**config.mk**
```make
export PLATFORM = sky130hd
export DESIGN_NAME = div_seq_ctrl
export DESIGN_NICKNAME = d
export VERILOG_FILES = /design/src/rtl/calc_pkg.sv /design/src/rtl/div_step.sv /design/src/rtl/div_seq_ctrl.sv
export SDC_FILE = /design/constraint.sdc
export NUM_CORES = 1
export LEC_CHECK = 0
export BUFFER_PORTS_ARGS = -buffer_cell sky130_fd_sc_hd__buf_2
export CAP_MARGIN = 15
export CORE_AREA = 2 2 46 79
export CTS_CLUSTER_DIAMETER = 80
export DETAILED_ROUTE_END_ITERATION = 7
export DIE_AREA = 0 0 48 81
export HOLD_SLACK_MARGIN = 0.12
export PLACE_DENSITY = 0.78
export SYNTH_ARGS = -nofsm -noshare
export SYNTH_HDL_FRONTEND = slang
export SYNTH_SLANG_ARGS = --single-unit
```
**constraint.sdc**
```tcl
create_clock -name clk -period 1.6 [get_ports clk]
set_input_delay 0.08 -clock clk [delete_from_list [all_inputs] [get_ports clk]]
set_output_delay 0.08 -clock clk [all_outputs]
set_load 0.02 [all_outputs]
```
**src/rtl/calc_pkg.sv**
```systemverilog
// Shared constants for the calculator datapath: FSM state encoding and
// the default operand width.
package calc_pkg;

  localparam int CALC_W = 4;

  // Encoding 2'd3 is unused; the controller treats it as IDLE.
  localparam logic [1:0] ST_IDLE = 2'd0;
  localparam logic [1:0] ST_RUN  = 2'd1;
  localparam logic [1:0] ST_DONE = 2'd2;

endpackage

```
**src/rtl/div_step.sv**
```systemverilog
// One restoring-division step: shift {A,Qr} left, trial-subtract the divisor,
// keep the difference and set the quotient bit when it does not go negative.
module div_step
  import calc_pkg::*;
#(
  parameter int WIDTH = CALC_W
) (
  input  logic [WIDTH:0]   a,
  input  logic [WIDTH-1:0] qr,
  input  logic [WIDTH-1:0] mr,
  output logic [WIDTH:0]   a_nx,
  output logic [WIDTH-1:0] qr_nx
);

  logic [WIDTH:0] sh_s;
  logic [WIDTH:0] diff_s;
  logic           ge_s;

  // A bit shifted out of the top of A means the partial remainder already
  // exceeds any W-bit divisor, so the subtract always succeeds.
  always_comb begin
    sh_s   = {a[WIDTH-1:0], qr[WIDTH-1]};
    ge_s   = a[WIDTH] | (sh_s >= {1'b0, mr});
    diff_s = sh_s - {1'b0, mr};
    if (ge_s) begin
      a_nx  = diff_s;
      qr_nx = {qr[WIDTH-2:0], 1'b1};
    end else begin
      a_nx  = sh_s;
      qr_nx = {qr[WIDTH-2:0], 1'b0};
    end
  end

endmodule

```
**src/rtl/div_seq_ctrl.sv**
```systemverilog
// Sequential restoring divider controller: start/busy/done handshake, one
// quotient bit per clock, results zero-extended to 2W bits.
module div_seq_ctrl
  import calc_pkg::*;
#(
  parameter int WIDTH = CALC_W
) (
  input  logic                 clk,
  input  logic                 rst_n,
  input  logic                 start,
  input  logic [WIDTH-1:0]     dividend,
  input  logic [WIDTH-1:0]     divisor,
  output logic                 busy,
  output logic                 done,
  output logic                 div_by_zero,
  output logic [2*WIDTH-1:0]   quotient,
  output logic [2*WIDTH-1:0]   remainder
);

  localparam int CW = $clog2(WIDTH + 1);

  logic [1:0]         state_r;
  logic [1:0]         state_nx_s;
  logic [WIDTH:0]     a_r;
  logic [WIDTH-1:0]   qr_r;
  logic [WIDTH-1:0]   mr_r;
  logic [CW-1:0]      count_r;
  logic [WIDTH:0]     a_nx_s;
  logic [WIDTH-1:0]   qr_nx_s;
  logic               busy_s;
  logic               done_s;
  logic               busy_r;
  logic               done_r;
  logic               dbz_r;
  logic [2*WIDTH-1:0] quo_r;
  logic [2*WIDTH-1:0] rem_r;
  logic               last_step_s;

  div_step #(.WIDTH(WIDTH)) u_step (
    .a     (a_r),
    .qr    (qr_r),
    .mr    (mr_r),
    .a_nx  (a_nx_s),
    .qr_nx (qr_nx_s)
  );

  assign last_step_s = (count_r <= CW'(1));

  // State register
  always_ff @(posedge clk) begin
    if (!rst_n) state_r <= ST_IDLE;
    else        state_r <= state_nx_s;
  end

  // Next-state logic
  always_comb begin
    state_nx_s = ST_IDLE;
    case (state_r)
      ST_IDLE: begin
        if (start) state_nx_s = (divisor == {WIDTH{1'b0}}) ? ST_DONE : ST_RUN;
        else       state_nx_s = ST_IDLE;
      end
      ST_RUN: begin
        if (last_step_s) state_nx_s = ST_DONE;
        else             state_nx_s = ST_RUN;
      end
      ST_DONE: state_nx_s = ST_IDLE;
      default: state_nx_s = ST_IDLE;
    endcase
  end

  // Output decode from the upcoming state so busy/done can be registered
  always_comb begin
    busy_s = 1'b0;
    done_s = 1'b0;
    case (state_nx_s)
      ST_RUN:  busy_s = 1'b1;
      ST_DONE: begin
        busy_s = 1'b1;
        done_s = 1'b1;
      end
      default: begin
        busy_s = 1'b0;
        done_s = 1'b0;
      end
    endcase
  end

  // Handshake output registers
  always_ff @(posedge clk) begin
    if (!rst_n) begin
      busy_r <= 1'b0;
      done_r <= 1'b0;
    end else begin
      busy_r <= busy_s;
      done_r <= done_s;
    end
  end

  // Datapath: operand load, iteration and result latch
  always_ff @(posedge clk) begin
    if (!rst_n) begin
      a_r     <= {(WIDTH+1){1'b0}};
      qr_r    <= {WIDTH{1'b0}};
      mr_r    <= {WIDTH{1'b0}};
      count_r <= {CW{1'b0}};
      dbz_r   <= 1'b0;
      quo_r   <= {(2*WIDTH){1'b0}};
      rem_r   <= {(2*WIDTH){1'b0}};
    end else begin
      case (state_r)
        ST_IDLE: begin
          if (start && (divisor != {WIDTH{1'b0}})) begin
            a_r     <= {(WIDTH+1){1'b0}};
            qr_r    <= dividend;
            mr_r    <= divisor;
            count_r <= CW'(WIDTH);
            dbz_r   <= 1'b0;
            quo_r   <= {(2*WIDTH){1'b0}};
            rem_r   <= {(2*WIDTH){1'b0}};
          end else if (start) begin
            dbz_r   <= 1'b1;
            quo_r   <= {{WIDTH{1'b0}}, {WIDTH{1'b1}}};
            rem_r   <= {{WIDTH{1'b0}}, dividend};
          end
        end
        ST_RUN: begin
          a_r     <= a_nx_s;
          qr_r    <= qr_nx_s;
          count_r <= count_r - CW'(1);
          if (last_step_s) begin
            quo_r <= {{WIDTH{1'b0}}, qr_nx_s};
            rem_r <= {{WIDTH{1'b0}}, a_nx_s[WIDTH-1:0]};
          end
        end
        default: begin
          count_r <= count_r;
        end
      endcase
    end
  end

  assign busy        = busy_r;
  assign done        = done_r;
  assign div_by_zero = dbz_r;
  assign quotient    = quo_r;
  assign remainder   = rem_r;

endmodule

```
==> flow_metrics.tcl <==
set metrics [dict create \
    rsz0062_at_grt "true" \
    grt_util_all_layers_pct 19.5 \
    netlist-cell-type-count 41 \
    buffer_ports.inserted 21 \
    slew_viol_final 0 \
    critPathRequiredTime_ps 1760 \
    dp_hpwl_um 2480 \
    drt_first_pass_iters 4 \
    fill_cells 289 \
    finalNonFillerCells 268 \
    first_global_vias 1199 \
    clock-root-buffer "sky130_fd_sc_hd__clkbuf_8" \
    post-place-ws_ps -192 \
    layout_setup_ws_ps -138 \
    finalClockSkew_ps 10.8 \
    yosysWarnings 0 \
    routed_wirelength_um 3550 \
    power-per-cell-area_nw_per_um2 1110 \
    grt_pass1_wl_um 5310 \
    post_synthesis_average_cell_area_um2 8.67 \
    outcome "complete, but fails checks" \
    vdd.ir_drop.worst_mv 0.809 \
    clk_path_buf_depth 2 \
    layout.cells.most_common "sky130_fd_sc_hd__nand2_1" \
    failed_checks "setup timing" \
    number_of_antenna_violations_at_the_first_check_in_global_routing 0 \
    initial_core_util_pct 45.6 \
    vias_per_cell 5.11 \
    num_vias 1369 \
    final_design_area_no_fill_um2 2040 \
    die_height_um 81 \
    synthesis.instances 175 \
    worst_setup_hold_path_clk_slew_ps 70 \
    insertion_delay_ps 290 \
    final.setup.tns_ps -749 \
    layout_common_cells "sky130_fd_sc_hd__nand2_1 (23), sky130_fd_sc_hd__dfxtp_1 (21), sky130_fd_sc_hd__buf_2 (21), sky130_fd_sc_hd__buf_4 (18), sky130_fd_sc_hd__a21oi_1 (12)" \
    post_dp_cell_area_um2 1720 \
    leakage_nw 0.863 \
    numCtsBuffers 5 \
    grt_start_max_net_pins 32 \
    highest_clock_frequency_the_design_can_meet_ghz 0.575 \
    grt_overflow 0 \
    fin_crit_sh_pct 109 \
    cts-htree-levels 2 \
    ant_nets 0 \
    timing.critical_path.arrival_ps 1900 \
    crit_type "flip-flop to flip-flop" \
    routed_wl_per_cell_um 13.3 \
    globalplace.congestion 0.852 \
    flow.area_growth_from_synthesis_pct 34.8 \
    hold-worst-slack_ps 138 \
    boundaryPins 30 \
    synth-seq-cells 29 \
    die_area_um2 3890 \
    insertedDiodeCount 0 \
    drt_iter0_markers 26 \
    setup_viol 10 \
    mappedNetlistArea_um2 1520 \
    count_of_endpoints_failing_hold_in_the_final_timing_report 0 \
    std_cell_core_area_um2 3330 \
    cts_tree "yes" \
    start_kind "flip-flop" \
    timing.max_cap.violations 0 \
    kind_of_end_point_of_the_critical_path "flip-flop" \
    die_w_um 48 \
    std_cell_rows 28 \
    timing.critical_path.fanout_max 4 \
    post-route-drc-count 0 \
    dpl.cell_count 247 \
    clock_sinks 29 \
    hold_class "input pin to flip-flop" \
    ys_seq_area_share_pct 38.3 \
    drive_gt1_share_pct 35.4 \
    finalWorstPathRequiredPeriod_ps 1740 \
    layout.nets 241 \
]
report_power, final:
part | leakage [nW] | switching [mW] | internal (mW) | total (mW)
clock | 0.0542 | 0.279 | 0.388 | 0.667
sequential | 0.242 | 0.0540 | 0.803 | 0.857
combinational | 0.567 | 0.389 | 0.355 | 0.744
timing repair:
action,CTS,global route
pin swaps,6,11
buffers inserted,3,2
setup endpoints to repair,11,16
resized for setup,6,21
hold endpoints to repair,10,0
hold buffers,8,0
sequential cells by signal, indices dropped and copies added (netlist names):
| signal | flops |
|---|---|
| a_r | 5 |
| busy | 1 |
| count_r | 3 |
| div_by_zero | 1 |
| done | 1 |
| mr_r | 4 |
| qr_r | 4 |
| quotient | 4 |
| remainder | 4 |
| state_r | 2 |
synth_stat cells:
| cell | number | area share (%) |
|---|---|---|
| sky130_fd_sc_hd__dfxtp_1 | 29 | 38 |
| sky130_fd_sc_hd__nand2_1 | 24 | 5.9 |
| sky130_fd_sc_hd__a21oi_1 | 13 | 4.3 |
| sky130_fd_sc_hd__o21ai_0 | 9 | 3.0 |
| sky130_fd_sc_hd__buf_4 | 8 | 4.0 |
| sky130_fd_sc_hd__a21boi_0 | 7 | 3.5 |
| sky130_fd_sc_hd__ha_1 | 7 | 5.8 |
| sky130_fd_sc_hd__inv_1 | 7 | 1.7 |
| sky130_fd_sc_hd__nor2b_1 | 7 | 2.9 |
| sky130_fd_sc_hd__a21boi_1 | 6 | 3.0 |
| sky130_fd_sc_hd__a22oi_1 | 5 | 2.5 |
| sky130_fd_sc_hd__nor2_1 | 5 | 1.2 |
| sky130_fd_sc_hd__o211ai_1 | 5 | 2.5 |
| sky130_fd_sc_hd__nand3_1 | 4 | 1.3 |
| sky130_fd_sc_hd__and2_1 | 3 | 1.2 |
| sky130_fd_sc_hd__clkbuf_1 | 3 | 0.74 |
| sky130_fd_sc_hd__nand4_1 | 3 | 1.2 |
| sky130_fd_sc_hd__a21o_1 | 2 | 0.99 |
| sky130_fd_sc_hd__buf_6 | 2 | 1.5 |
| sky130_fd_sc_hd__nand2b_1 | 2 | 0.82 |
| sky130_fd_sc_hd__nor3_1 | 2 | 0.66 |
| sky130_fd_sc_hd__or3_1 | 2 | 0.82 |
| sky130_fd_sc_hd__xor2_1 | 2 | 1.2 |
| sky130_fd_sc_hd__a21boi_2 | 1 | 0.74 |
| sky130_fd_sc_hd__a31oi_1 | 1 | 0.41 |
| sky130_fd_sc_hd__and2b_2 | 1 | 0.58 |
| sky130_fd_sc_hd__and3_1 | 1 | 0.41 |
| sky130_fd_sc_hd__buf_1 | 1 | 0.25 |
| sky130_fd_sc_hd__clkbuf_4 | 1 | 0.50 |
| sky130_fd_sc_hd__conb_1 | 1 | 0.25 |
| sky130_fd_sc_hd__fa_1 | 1 | 1.3 |
| sky130_fd_sc_hd__nor2_8 | 1 | 1.3 |
| sky130_fd_sc_hd__nor3b_2 | 1 | 0.82 |
| sky130_fd_sc_hd__nor4_1 | 1 | 0.41 |
| sky130_fd_sc_hd__nor4b_1 | 1 | 0.58 |
| sky130_fd_sc_hd__o21a_1 | 1 | 0.50 |
| sky130_fd_sc_hd__o21ba_2 | 1 | 0.66 |
| sky130_fd_sc_hd__o31a_1 | 1 | 0.58 |
| sky130_fd_sc_hd__or2_2 | 1 | 0.41 |
| sky130_fd_sc_hd__or4_4 | 1 | 0.74 |
| sky130_fd_sc_hd__xnor2_1 | 1 | 0.58 |
stage by stage:
stage | power [mW] | util [%]
2_1_floorplan | 1.30 | -
3_3_place_gp | 1.48 | 51.7
3_5_place_dp | 1.49 | 51.7
4_1_cts | 2.22 | 58.6
5_1_grt | 2.40 | 61.4
6_report | 2.27 | 61.4
metal layers:
metal | part of all wire, % | wire (um) | vias up | global-route usage (%)
met5 | 0 | 0 | - | 0
met4 | 3.8 | 135 | 0 | 12.4
met3 | 3.9 | 137 | 10 | 5.33
met2 | 54 | 1920 | 37 | 31.9
met1 | 38 | 1360 | 635 | 20.7
li1 | - | - | 687 | -
area by class of cell:
type | instances | area [um^2] | share of cell area (%)
timing repair buffer | 48 | 340 | 16.6
tap | 45 | 56.3 | 2.75
clock inverter | 1 | 5.00 | 0.245
inverter | 7 | 26.3 | 1.29
multi-input combinational | 131 | 927 | 45.3
clock buffer | 7 | 96.3 | 4.71
sequential | 29 | 593 | 29.0
cells by family after synthesis:
logic type | after synthesis | share of synthesized area, %
AO/OA/AOI/OAI | 52 | 22.5
flip-flops | 29 | 38.3
adder cells (fa/ha/maj) | 8 | 7.10
AND/OR/NAND/NOR | 60 | 21.5
buffers and inverters | 22 | 8.66
XOR/XNOR | 3 | 1.73
other | 1 | 0.247
critical path, stage by stage (launching register included):
cell,delay (ps)
sky130_fd_sc_hd__dfxtp_4,360
sky130_fd_sc_hd__ha_4,240
sky130_fd_sc_hd__nor2b_4,120
sky130_fd_sc_hd__o31a_1,280
sky130_fd_sc_hd__or2_4,260
sky130_fd_sc_hd__o211ai_1,240
sky130_fd_sc_hd__a21oi_1,110
worst paths after layout:
path	startpoint	endpoint	slack (ps)	cells past startpoint
setup / recovery	a_r[0]$_SDFFE_PN0P_	remainder[2]$_SDFFE_PN0P_	-140	6
hold / removal	divisor[2]	div_by_zero$_SDFFE_PN0P_	140	4
setup reg to reg	a_r[0]$_SDFFE_PN0P_	remainder[2]$_SDFFE_PN0P_	-140	6
hold reg to reg	quotient[0]$_SDFFE_PN0P_	quotient[0]$_SDFFE_PN0P_	460	2
No activity file was read; power rests on OpenSTA's default activity.
